$ cat config.mk
export PLATFORM = sky130hd
export DESIGN_NAME = layer_result_collector
export DESIGN_NICKNAME = d
export VERILOG_FILES = /design/src/rtl/layer_result_collector_pkg.sv /design/src/rtl/layer_result_collector_buffer.sv /design/src/rtl/layer_result_collector.sv
export SDC_FILE = /design/constraint.sdc
export NUM_CORES = 1
export LEC_CHECK = 0
export ABC_CLOCK_PERIOD_IN_PS = 2800
export CORE_ASPECT_RATIO = 1.4
export CORE_MARGIN = 4
export CORE_UTILIZATION = 40
export DETAILED_ROUTE_END_ITERATION = 12
export PLACE_DENSITY = 0.67
export SYNTH_ARGS = -nofsm -noshare
export SYNTH_HDL_FRONTEND = slang
export SYNTH_SLANG_ARGS = --single-unit
$ cat constraint.sdc
create_clock -name clk -period 2.8 [get_ports clk]
set_clock_uncertainty 0.2 [all_clocks]
set_input_delay 0.56 -clock clk [delete_from_list [all_inputs] [get_ports clk]]
set_output_delay 0.56 -clock clk [all_outputs]
set_load 0.05 [all_outputs]
$ cat src/rtl/layer_result_collector_pkg.sv
// Shared definitions for the neural layer stages: state encoding, width helper
// and the saturating requantizer used when narrowing results for the next layer.
package nn_pkg;

  localparam logic [1:0] ST_IDLE     = 2'd0;
  localparam logic [1:0] ST_COLLECT  = 2'd1;
  localparam logic [1:0] ST_FINALIZE = 2'd2;

  typedef struct packed {
    logic               sat;
    logic signed [63:0] value;
  } requant_t;

  function automatic int acc_width(input int data_width);
    return 2 * data_width;
  endfunction

  // Arithmetic shift, then clamp into a signed data_width range; sat marks a clamp.
  function automatic requant_t sat_requant(input logic signed [63:0] value,
                                           input int shift,
                                           input int data_width);
    requant_t           r;
    logic signed [63:0] s;
    logic signed [63:0] max_v;
    logic signed [63:0] min_v;
    s     = value >>> shift;
    max_v = (64'sd1 <<< (data_width - 1)) - 64'sd1;
    min_v = -(64'sd1 <<< (data_width - 1));
    r.sat   = 1'b0;
    r.value = s;
    if (s > max_v) begin
      r.sat   = 1'b1;
      r.value = max_v;
    end else if (s < min_v) begin
      r.sat   = 1'b1;
      r.value = min_v;
    end
    return r;
  endfunction

endpackage

$ cat src/rtl/layer_result_collector_buffer.sv
// M-entry activation RAM: one write port, one registered read port.
// A same-address read and write in one cycle returns the old contents.
module result_buffer #(
  parameter  int M          = 3,
  parameter  int DATA_WIDTH = 8,
  localparam int AW         = $clog2(M)
) (
  input  logic                         clk,
  input  logic                         rst,
  input  logic                         wr_en,
  input  logic [AW-1:0]                wr_addr,
  input  logic signed [DATA_WIDTH-1:0] wr_data,
  input  logic [AW-1:0]                rd_addr,
  output logic signed [DATA_WIDTH-1:0] rd_data
);

  logic signed [DATA_WIDTH-1:0] mem [M];
  logic signed [DATA_WIDTH-1:0] rd_data_d;
  logic signed [DATA_WIDTH-1:0] rd_data_q;

  always_ff @(posedge clk) begin
    if (wr_en) mem[wr_addr] <= wr_data;
  end

  // Addresses beyond the last entry read as zero.
  always_comb begin
    rd_data_d = '0;
    if ({1'b0, rd_addr} < (AW + 1)'(M)) rd_data_d = mem[rd_addr];
  end

  always_ff @(posedge clk) begin
    if (rst) rd_data_q <= '0;
    else     rd_data_q <= rd_data_d;
  end

  assign rd_data = rd_data_q;

endmodule

$ cat src/rtl/layer_result_collector.sv
// Gathers M activated results from the upstream layer, requantizes them into a
// readable buffer, tracks the argmax and pulses done when the batch is complete.
module layer_result_collector
  import nn_pkg::*;
#(
  parameter  int M          = 3,
  parameter  int DATA_WIDTH = 8,
  parameter  int SHIFT      = 0,
  localparam int AW         = $clog2(M)
) (
  input  logic                           clk,
  input  logic                           rst,
  input  logic                           start,
  input  logic signed [2*DATA_WIDTH-1:0] in_result,
  input  logic                           in_valid,
  input  logic [AW-1:0]                  rd_addr,
  output logic signed [DATA_WIDTH-1:0]   rd_data,
  output logic [AW-1:0]                  argmax_idx,
  output logic signed [2*DATA_WIDTH-1:0] argmax_val,
  output logic [AW:0]                    count,
  output logic                           sat_flag,
  output logic                           busy,
  output logic                           done
);

  localparam int ACC_WIDTH = acc_width(DATA_WIDTH);
  localparam int CW        = AW + 1;

  logic [1:0]                  state_q, state_d;
  logic [CW-1:0]               count_q, count_d;
  logic [AW-1:0]               argmax_idx_q, argmax_idx_d;
  logic signed [ACC_WIDTH-1:0] argmax_val_q, argmax_val_d;
  logic                        sat_q, sat_d;
  logic                        accept;
  logic                        last;
  requant_t                    rq;
  logic signed [DATA_WIDTH-1:0] wr_data;

  // Start always wins over a coincident sample.
  assign accept = !start && (state_q == ST_COLLECT) && in_valid;
  assign last   = (count_q == CW'(M - 1));

  always_comb begin
    rq      = sat_requant(64'(in_result), SHIFT, DATA_WIDTH);
    wr_data = DATA_WIDTH'(rq.value);
  end

  always_ff @(posedge clk) begin
    if (rst) state_q <= ST_IDLE;
    else     state_q <= state_d;
  end

  always_comb begin
    state_d = state_q;
    if (start) begin
      state_d = ST_COLLECT;
    end else begin
      case (state_q)
        ST_COLLECT:  if (in_valid && last) state_d = ST_FINALIZE;
        ST_FINALIZE: state_d = ST_IDLE;
        default:     state_d = state_q;
      endcase
    end
  end

  always_comb begin
    busy = (state_q != ST_IDLE);
    done = (state_q == ST_FINALIZE);
  end

  always_comb begin
    count_d      = count_q;
    argmax_idx_d = argmax_idx_q;
    argmax_val_d = argmax_val_q;
    sat_d        = sat_q;
    if (start) begin
      count_d      = '0;
      argmax_idx_d = '0;
      argmax_val_d = {1'b1, {(ACC_WIDTH - 1){1'b0}}};
      sat_d        = 1'b0;
    end else if (accept) begin
      count_d = count_q + CW'(1);
      sat_d   = sat_q | rq.sat;
      // Strict compare so ties keep the earlier neuron.
      if (count_q == '0 || in_result > argmax_val_q) begin
        argmax_idx_d = count_q[AW-1:0];
        argmax_val_d = in_result;
      end
    end
  end

  always_ff @(posedge clk) begin
    if (rst) begin
      count_q      <= '0;
      argmax_idx_q <= '0;
      argmax_val_q <= '0;
      sat_q        <= 1'b0;
    end else begin
      count_q      <= count_d;
      argmax_idx_q <= argmax_idx_d;
      argmax_val_q <= argmax_val_d;
      sat_q        <= sat_d;
    end
  end

  result_buffer #(
    .M          (M),
    .DATA_WIDTH (DATA_WIDTH)
  ) u_buf (
    .clk     (clk),
    .rst     (rst),
    .wr_en   (accept),
    .wr_addr (count_q[AW-1:0]),
    .wr_data (wr_data),
    .rd_addr (rd_addr),
    .rd_data (rd_data)
  );

  assign argmax_idx = argmax_idx_q;
  assign argmax_val = argmax_val_q;
  assign count      = count_q;
  assign sat_flag   = sat_q;

endmodule

## After elaboration in Yosys (flattened, before gate mapping)

Memory sizes are Yosys's and may differ from the RTL's. A register that Yosys moved wholly into a read port is not among the register bits.
Index checks and enable logic that the tools add are counted.

- $lt $le $gt $ge: 4
- Mux-type cells: 10
- Add/sub/neg operators: 1
- Bitwise operators: 2
- Reductions and logical operators: 17
- Equality and inequality tests: 5

Operators with widths:

| cell | number |
|---|---|
| 65-bit 2-to-1 mux | 2 |
| 16-bit 2-to-1 mux | 3 |
| 16-bit greater-than comparator | 1 |
| 16-bit by 8-bit greater-than comparator with 1-bit output (second input constant) | 1 |
| 16-bit by 8-bit less-than comparator with 1-bit output (second input constant) | 1 |
| 2-bit AND reduction | 4 |
| 2-bit nonzero test | 4 |
| 2-bit case mux with 2 select lines | 1 |
| 2-bit OR reduction | 2 |
| 3-bit by 1-bit adder with 3-bit output (second input constant) | 1 |
| 3-bit by 2-bit equality test with 1-bit output (second input constant) | 1 |
| 1-bit logical AND | 3 |
| 3-bit zero test | 1 |
| 1-bit 2-to-1 mux | 3 |
| 3-bit by 2-bit != test with 1-bit output (second input constant) | 1 |
| 3-bit nonzero test | 1 |
| 2-bit by 1-bit equality test with 1-bit output (second input constant) | 1 |
| 2-bit equality test (second input constant) | 1 |
| 2-bit less-than comparator (second input constant) | 1 |
| 2-bit 2-to-1 mux | 1 |
| 2-bit by 1-bit != test with 1-bit output (second input constant) | 1 |
| 1-bit zero test | 1 |
| 1-bit logical OR | 1 |
| 1-bit NOT | 1 |
| 1-bit bitwise OR | 1 |

- Register bits: 24
- Memories kept: 1
- Output and inout bits: 32
- Bits in writable memories: 24

Memories:

| memory | depth | bits a word | read ports | clocked after Yosys merged registers in | wr ports | line | source |
|---|---|---|---|---|---|---|---|
| u_buf.mem | 3 | 8 | 1 | 1 | 1 | layer_result_collector_buffer.sv:17 | `logic signed [DATA_WIDTH-1:0] mem [M];` |

## Logic depth before layout (Yosys ltp)

Gate-level depths: netlist of run 1.

- Depth in word-level cells: 5
- Gate-level depth with buffers: 10
- Depth with buffers taken out: 8

## Cells and area by module

Synthesis of run 1 repeated with hierarchy kept, for this count alone.

- Cell total of the unflattened synthesis: 265
- Area total of the unflattened synthesis: 2825.2 um^2

Modules (own cells, without submodules):

| module | seq. area each (um^2) | cells each | times used | area each (um^2) |
|---|---|---|---|---|
| layer_result_collector | 480.5 | 193 | 1 | 1606.5 |
| result_buffer | 880.8 | 72 | 1 | 1218.7 |

## Worst setup path after synthesis of run 1

Ideal clock, no wire load.

- Path type: reg2reg
- Start point: reg argmax_val_q[15], in the netlist argmax_val[15]
- End point: reg argmax_idx_q[0], in the netlist argmax_idx[0]
- Library setup time: 68 ps
- Setup slack: -60 ps
- Stages on the path, launching flop included: 10
- Arrival time: 2592 ps
- Path through: dfxtp_1 > inv_1 > ha_1 > nand4_1 > nor3_1 > a2111o_1 > o21ai_1 > buf_2 > nand3_1 > a21oi_2

- Cells in the longest elaborated chain, start to end: 3

Ends and longest elaborated chain:

| what | line | source |
|---|---|---|
| start: declaration | layer_result_collector.sv:32 | `logic signed [ACC_WIDTH-1:0] argmax_val_q, argmax_val_d;` |
| start signal: assignment | layer_result_collector.sv:101 | `argmax_val_q <= argmax_val_d;` |
| 16-bit greater-than comparator | layer_result_collector.sv:85 | `if (count_q == '0 \|\| in_result > argmax_val_q) begin` |
| 1-bit logical OR | layer_result_collector.sv:85 |  |
| 2-bit AND reduction (no source line) | n/a |  |
| end signal: assignment | layer_result_collector.sv:100 | `argmax_idx_q <= argmax_idx_d;` |
| end: declaration | layer_result_collector.sv:31 | `logic [AW-1:0] argmax_idx_q, argmax_idx_d;` |

No other way between the ends.
A chain may end at the register's enable or synchronous reset.

## Final worst setup path of run 1

- Start point: in in_result[6]
- End point: reg argmax_val_q[4], in the netlist argmax_val[4]

- Cells in the longest elaborated chain, start to end: 3

Ends and longest elaborated chain:

| what | line | source |
|---|---|---|
| start: declaration | layer_result_collector.sv:14 | `input logic signed [2*DATA_WIDTH-1:0] in_result,` |
| 16-bit greater-than comparator | layer_result_collector.sv:85 |  |
| 1-bit logical OR | layer_result_collector.sv:85 |  |
| 2-bit AND reduction (no source line) | n/a |  |

No other way between the ends.

==> results of run 1 <==
-- state kept, by name, indices dropped and copies added, names as in the netlist --
signal and cells:
argmax_val 16, count 3, u_buf.mem 24, u_buf.rd_data 8, state_q 2, argmax_idx 2, sat_flag 1
-- stage by stage --
step | cell area, um2 | setup slack (ns) | utilization | total power [mW] | hold WS, ns
detailed placement | 3588 | -0.3830 | 0.5427 | 1.158 | 0.2629
finish | 3816 | 0.1085 | 0.5771 | 1.585 | 0.2812
global placement | 3588 | -0.2785 | 0.5427 | 1.154 | 0.2547
floorplan | 2733 | 0.002123 | - | 1.033 | 0.2474
global route | 3816 | 0.03024 | 0.5771 | 1.655 | 0.3112
CTS | 3684 | 0.02152 | 0.5570 | 1.579 | 0.2850
-- power by group through the flow --
stage / clock (mW) / sequential [mW] / combinational [mW]
floorplan: 0 / 0.922 / 0.111
global placement: 0 / 0.890 / 0.264
detailed placement: 0 / 0.890 / 0.268
CTS: 0.438 / 0.871 / 0.270
global route: 0.476 / 0.874 / 0.305
finish: 0.433 / 0.871 / 0.280
-- Yosys cell counts, types with 2 or more instances --
master,instances
o21ai_0,9
o21a_1,8
nand3_2,2
nor3_1,2
nand4_1,4
nor2b_1,3
inv_1,21
nand2_1,7
a21oi_2,9
nand3_1,15
clkbuf_1,4
xnor2_1,2
nor2_1,24
edfxtp_1,24
nor4_1,3
a21oi_1,28
buf_2,2
buf_6,3
and2_2,3
ha_1,20
a31oi_1,2
dfxtp_1,32
mux2i_1,8
o21ai_1,11
-- cell families (layout without fill, tap and decap cells) --
kind of cell,Yosys count,in the layout,synth area share
XOR/XNOR,2,2,0.006426
AO/OA/AOI/OAI,74,74,0.1749
flip-flops,56,56,0.4993
buffers and inverters,34,120,0.06012
multiplexers,8,8,0.02937
adder cells (fa/ha/maj),20,20,0.09179
AND/OR/NAND/NOR,71,71,0.1381
-- what timing repair did --
item                                    in CTS  in global routing
pin swaps                                    3                 12
gates resized for setup                      2                 22
endpoints found under the setup margin      18                 18
buffers inserted                             0                  1
gates cloned                                 0                  1
-- worst reg2reg max path: stages (launching register included) --
cell	delay, ns
dfxtp_2	0.36
inv_1	0.05
ha_1	0.30
nand4_1	0.17
buf_4	0.15
nor3_1	0.04
a2111o_1	0.44
o31a_1	0.37
buf_6	0.17
nand3_1	0.10
a21oi_2	0.06
-- layer usage --
layer  wire (um)  up-vias  GRT usage
li1            -     1116          -
met1        2406     1043     0.1664
met2        3476       38     0.2874
met3         187       10    0.02564
met4          92        0    0.04835
met5           0        -          0
-- area by class of cell --
cell class / instances / share of cell area
clock buffers: 6 / 0.01902
clock inverters: 2 / 0.004262
inverters: 21 / 0.02066
multi-input cells: 175 / 0.3397
flip-flops and latches: 56 / 0.3584
well taps: 92 / 0.03016
repair buffers: 91 / 0.2279
-- worst max-delay path by stage --
stage	start	end	slack, ns	cells past startpoint
6_report	in_result[6]	argmax_val[4]$_SDFFE_PP0P_	0.11	9
5_1_grt	in_result[6]	argmax_val[5]$_SDFFE_PP0P_	0.03	9
3_3_place_gp	in_result[15]	argmax_val[7]$_SDFFE_PP0P_	-0.28	10
4_1_cts	in_result[7]	argmax_val[4]$_SDFFE_PP0P_	0.02	9
2_1_floorplan	argmax_val[5]$_SDFFE_PP0P_	argmax_idx[0]$_SDFFE_PP0P_	0.002	9
3_5_place_dp	in_result[15]	argmax_val[10]$_SDFFE_PP0P_	-0.38	10
==> flow_summary.toml, run 1 <==
[layout]
nFillCells = 585
regArea_um2 = 1368
nets = 392
area_growth_pct = 39.97
mostFrequentLayoutCells = "46 x clkdlybuf4s50_1, 33 x buf_4, 27 x dfxtp_1"
multiInputGateArea_um2 = 1296
layout_commonest_cell = "clkdlybuf4s50_1"
antenna_cells = 0
instances_no_fill = 443
drive_above_1_share = 0.2308

[synth]
yosys-top-cells-area = "edfxtp_1 26%, dfxtp_1 23%, ha_1 9.2%, a21oi_1 5.1%, nor2_1 3.3%"
ys_warn_count = 0
synth_flop_cell = "dfxtp_1"
async_flop_share = 0
synth_top_area_frac = 0.2643
synth_nets = 307
syn_inst = 265
netlist_area_um2 = 2726
synth.distinct_cells = 43
yosysTopAreaCell = "edfxtp_1"
avgSynthCellArea_um2 = 10.29
synth_seq_cells = 56
synth_seq_area_share = 0.4993
synth_edf_count = 24

[placement]
io_buffers = 53
placed_cells = 433
gp_congestion = 0.8558
dpl.hpwl_mm = 4.668

[die]
start_util = 0.4123
dieArea_um2 = 8220
io_pins = 54
coreArea_um2 = 6613
die_y_um = 105.7
fp-row-count = 35
die_w_um = 77.78

[power_and_ir_drop]
clock_power_share = 0.273
vdd.ir_drop.worst_v = 0.0002720
sw_frac_of_total = 0.2616
p_comb_frac = 0.177
internal_power_mw = 1.170
cellPowerDensity_nw_per_um2 = 415.3
power_frac_seq = 0.550
leakagePower_nw = 1.405
power.net_switching_mw = 0.4146

[global_routing]
grt_pass1_wl_mm = 9.942
grt_pass1_vias = 2155
grt_usage = 0.1512
grt_max_degree = 19
antenna_found_initial = 0
grt-ovfl-total = 0

[timing]
worst_slew_pin_slew_ns = 0.6678
clock.fmax_mhz = 371.5
min_period_ns = 2.692
rsz0062_at_grt = "false"
final_max_slew_viol_count = 0
setup_viol = 0
relSlewSlack = 0.5548
finalHoldViolCount = 0
final.period_utilization = 0.9613
finalSetupTns_ns = 0

[min_path]
hold_path_class = "register to register"
hold_start = "sat_flag$_SDFFE_PP0P_"
hold_path_depth = 2
min_to = "sat_flag$_SDFFE_PP0P_"

[critical_path]
critical-path-top-delay-family = "compound AO/OA/AOI/OAI gates"
ff2ff_setup_slack_ns = 0.29
cp.required_ns = 2.80
crit_slowest_cell = "a2111o_1"
start_kind = "input port"
max_stage_delay_ns = 0.51
critPathMaxFanout = 5
path_class = "input port to register"
worstPathArrival_ns = 2.69
cp-end-kind = "register"
critPathBufInv = 2
reg2reg_to = "argmax_val[4]$_SDFFE_PP0P_"
r2r_cells = 10
cp_cell_sequence = "clkdlybuf4s50_1, ha_1, nand2_1, o21ai_1, a2111o_1, o31a_1, buf_6, nand3_1, a21oi_2"
crit-reg2reg-launch = "argmax_val[15]$_SDFFE_PP0P_"

[routing]
drcViolationCount = 0
wl_per_cell_um = 13.91
routed_via_density = 4.982
drt_wl_total_mm = 6.163
num_vias = 2207
drtIter0Drc = 66
drt_first_pass_iters = 4
antenna_left = 0

[run]
drv_cap = 0

[clock_tree]
cts_tree = "built"
hold_buffers = 0
h-tree-depth = 2
cts_made_buffers = 5
clk_pin_slew_ns = 0.10
cts_num_sinks = 56
clockBufferDepth = 2
clock_latency_ns = 0.31
root_buffer = "clkbuf_8"

[status]
status = "complete, no violations"
Power figures use the tool's default switching activity.
==> inputs of run 2 (changes only) <==
- SKIP_CTS_REPAIR_TIMING: unset -> 1
==> run 2 against run 1 <==
Core utilization increased by 1.6 points. Largest cell class unchanged. Cell area increased by 2.9%. Clock power about the same. Worst setup slack got worse by 0.040 ns. Cell count increased by 0.90%. Non-clock buffer count increased by 4. Maximum frequency decreased by 1.5%. Total power increased by 1.0%.
==> flow_summary.toml, run 2 (synthesis results as in run 1) <==
[clock_tree]
cts_tree = "built"
clockBufferDepth = 2
cts_num_sinks = 56
clk_pin_slew_ns = 0.10
cts_made_buffers = 5
clock_latency_ns = 0.31
h-tree-depth = 2
root_buffer = "clkbuf_8"

[global_routing]
grt_pass1_vias = 2160
antenna_found_initial = 0
grt_util_met1 = 0.1664
grt.met3_usage = 0.02564
grt-ovfl-total = 0
grt_pass1_wl_mm = 9.956
busiest_layer = "met2"
grt_max_degree = 19
met2_usage = 0.2880
grt_usage = 0.1514

[die]
coreArea_um2 = 6613
die_w_um = 77.78
fp-row-count = 35
dieArea_um2 = 8220
die_y_um = 105.7
start_util = 0.4123
io_pins = 54

[timing]
min_period_ns = 2.732
finalHoldViolCount = 0
rsz0062_at_grt = "true"
layout_setup_ws_ns = 0.06840
holdWs_ns = 0.2735
final.period_utilization = 0.9756
relSlewSlack = 0.5471
final_max_slew_viol_count = 0
clock.fmax_mhz = 366.1
finalSetupTns_ns = 0
worst_slew_pin_slew_ns = 0.6794
setup_viol = 0

[placement]
io_buffers = 53
gp_congestion = 0.8558
dpl-instance-area_um2 = 3588
dpl.hpwl_mm = 4.668
placed_cells = 433
place_ws_ns = -0.3830

[critical_path]
crit_slowest_cell = "clkdlybuf4s50_1"
path_class = "input port to register"
cp.required_ns = 2.80
critPathMaxFanout = 9
cp_cell_sequence = "clkdlybuf4s50_1, ha_1, nand2_2, nor3_1, a2111o_1, buf_4, o31a_1, buf_6, nand3_1, a21oi_2"
max_stage_delay_ns = 0.49
cp-end-kind = "register"
worstPathArrival_ns = 2.73
start_kind = "input port"

[layout]
final_core_utilization = 0.5936
regMostFlops = "u_buf.mem"
nets = 396
largest_reg_flops = 24
instances_no_fill = 447
area_growth_pct = 43.96
nFillCells = 560
layout_commonest_cell = "clkdlybuf4s50_1"
fin_area_um2 = 3925
regArea_um2 = 1368
drive_above_1_share = 0.2592
multiInputGateArea_um2 = 1330
mostFrequentLayoutCells = "42 x clkdlybuf4s50_1, 35 x buf_4, 27 x dfxtp_1"
antenna_cells = 0

[power_and_ir_drop]
cellPowerDensity_nw_per_um2 = 408.0
fin_total_pwr_mw = 1.602
internal_power_mw = 1.179
power_frac_seq = 0.544
clock_power_share = 0.271
leakagePower_nw = 1.483
power.net_switching_mw = 0.4228
p_comb_frac = 0.184
vdd.ir_drop.worst_v = 0.0002515
sw_frac_of_total = 0.2640

[run]
drv_cap = 0

[status]
status = "complete, no violations"

[routing]
drtIter0Drc = 73
drt_wl_total_mm = 6.374
drt_first_pass_iters = 6
drcViolationCount = 0
wl_per_cell_um = 14.26
antenna_left = 0
num_vias = 2250
routed_via_density = 5.034

[min_path]
hold_path_class = "register to register"
==> run 2: area by class of cell <==
type,count,share of cell area
Clock buffer,6,0.01849
Clock inverter,2,0.004144
Inverter,21,0.02008
Multi-Input combinational cell,175,0.3389
Sequential cell,56,0.3484
Tap cell,92,0.02933
Timing Repair Buffer,95,0.2407
==> run 2: path summary, 6_finish.rpt <==
kind	endpoint	from	slack [ns]	depth (start not counted)
worst max-delay path	argmax_val[4]$_SDFFE_PP0P_	in_result[10]	0.07	10
worst min-delay path	argmax_val[14]$_SDFFE_PP0P_	argmax_val[14]$_SDFFE_PP0P_	0.27	2
worst max register to register	argmax_val[4]$_SDFFE_PP0P_	argmax_val[5]$_SDFFE_PP0P_	0.22	10
worst min register to register	argmax_val[14]$_SDFFE_PP0P_	argmax_val[14]$_SDFFE_PP0P_	0.27	2
==> run 2: power by group through the flow <==
stage | Clock (mW) | Combinational [mW] | Sequential, mW
3_5_place_dp | 0 | 0.268 | 0.890
3_3_place_gp | 0 | 0.264 | 0.890
4_1_cts | 0.438 | 0.269 | 0.871
5_1_grt | 0.481 | 0.320 | 0.874
2_1_floorplan | 0 | 0.111 | 0.922
6_report | 0.435 | 0.295 | 0.872
==> run 2: per-layer routing <==
layer  part of all wire  routed length (um)
met5                  0                   0
met3              0.035                 226
met2               0.56                3561
met1               0.39                2465
met4              0.019                 121
==> run 2: critical path: cells and delay by family <==
kind                       cells  cell delay (ns)
buffers and inverters          3             0.82
AOI/OAI and AO/OA              3             0.83
and+or+nand+nor                3             0.27
adders and majority gates      1             0.24
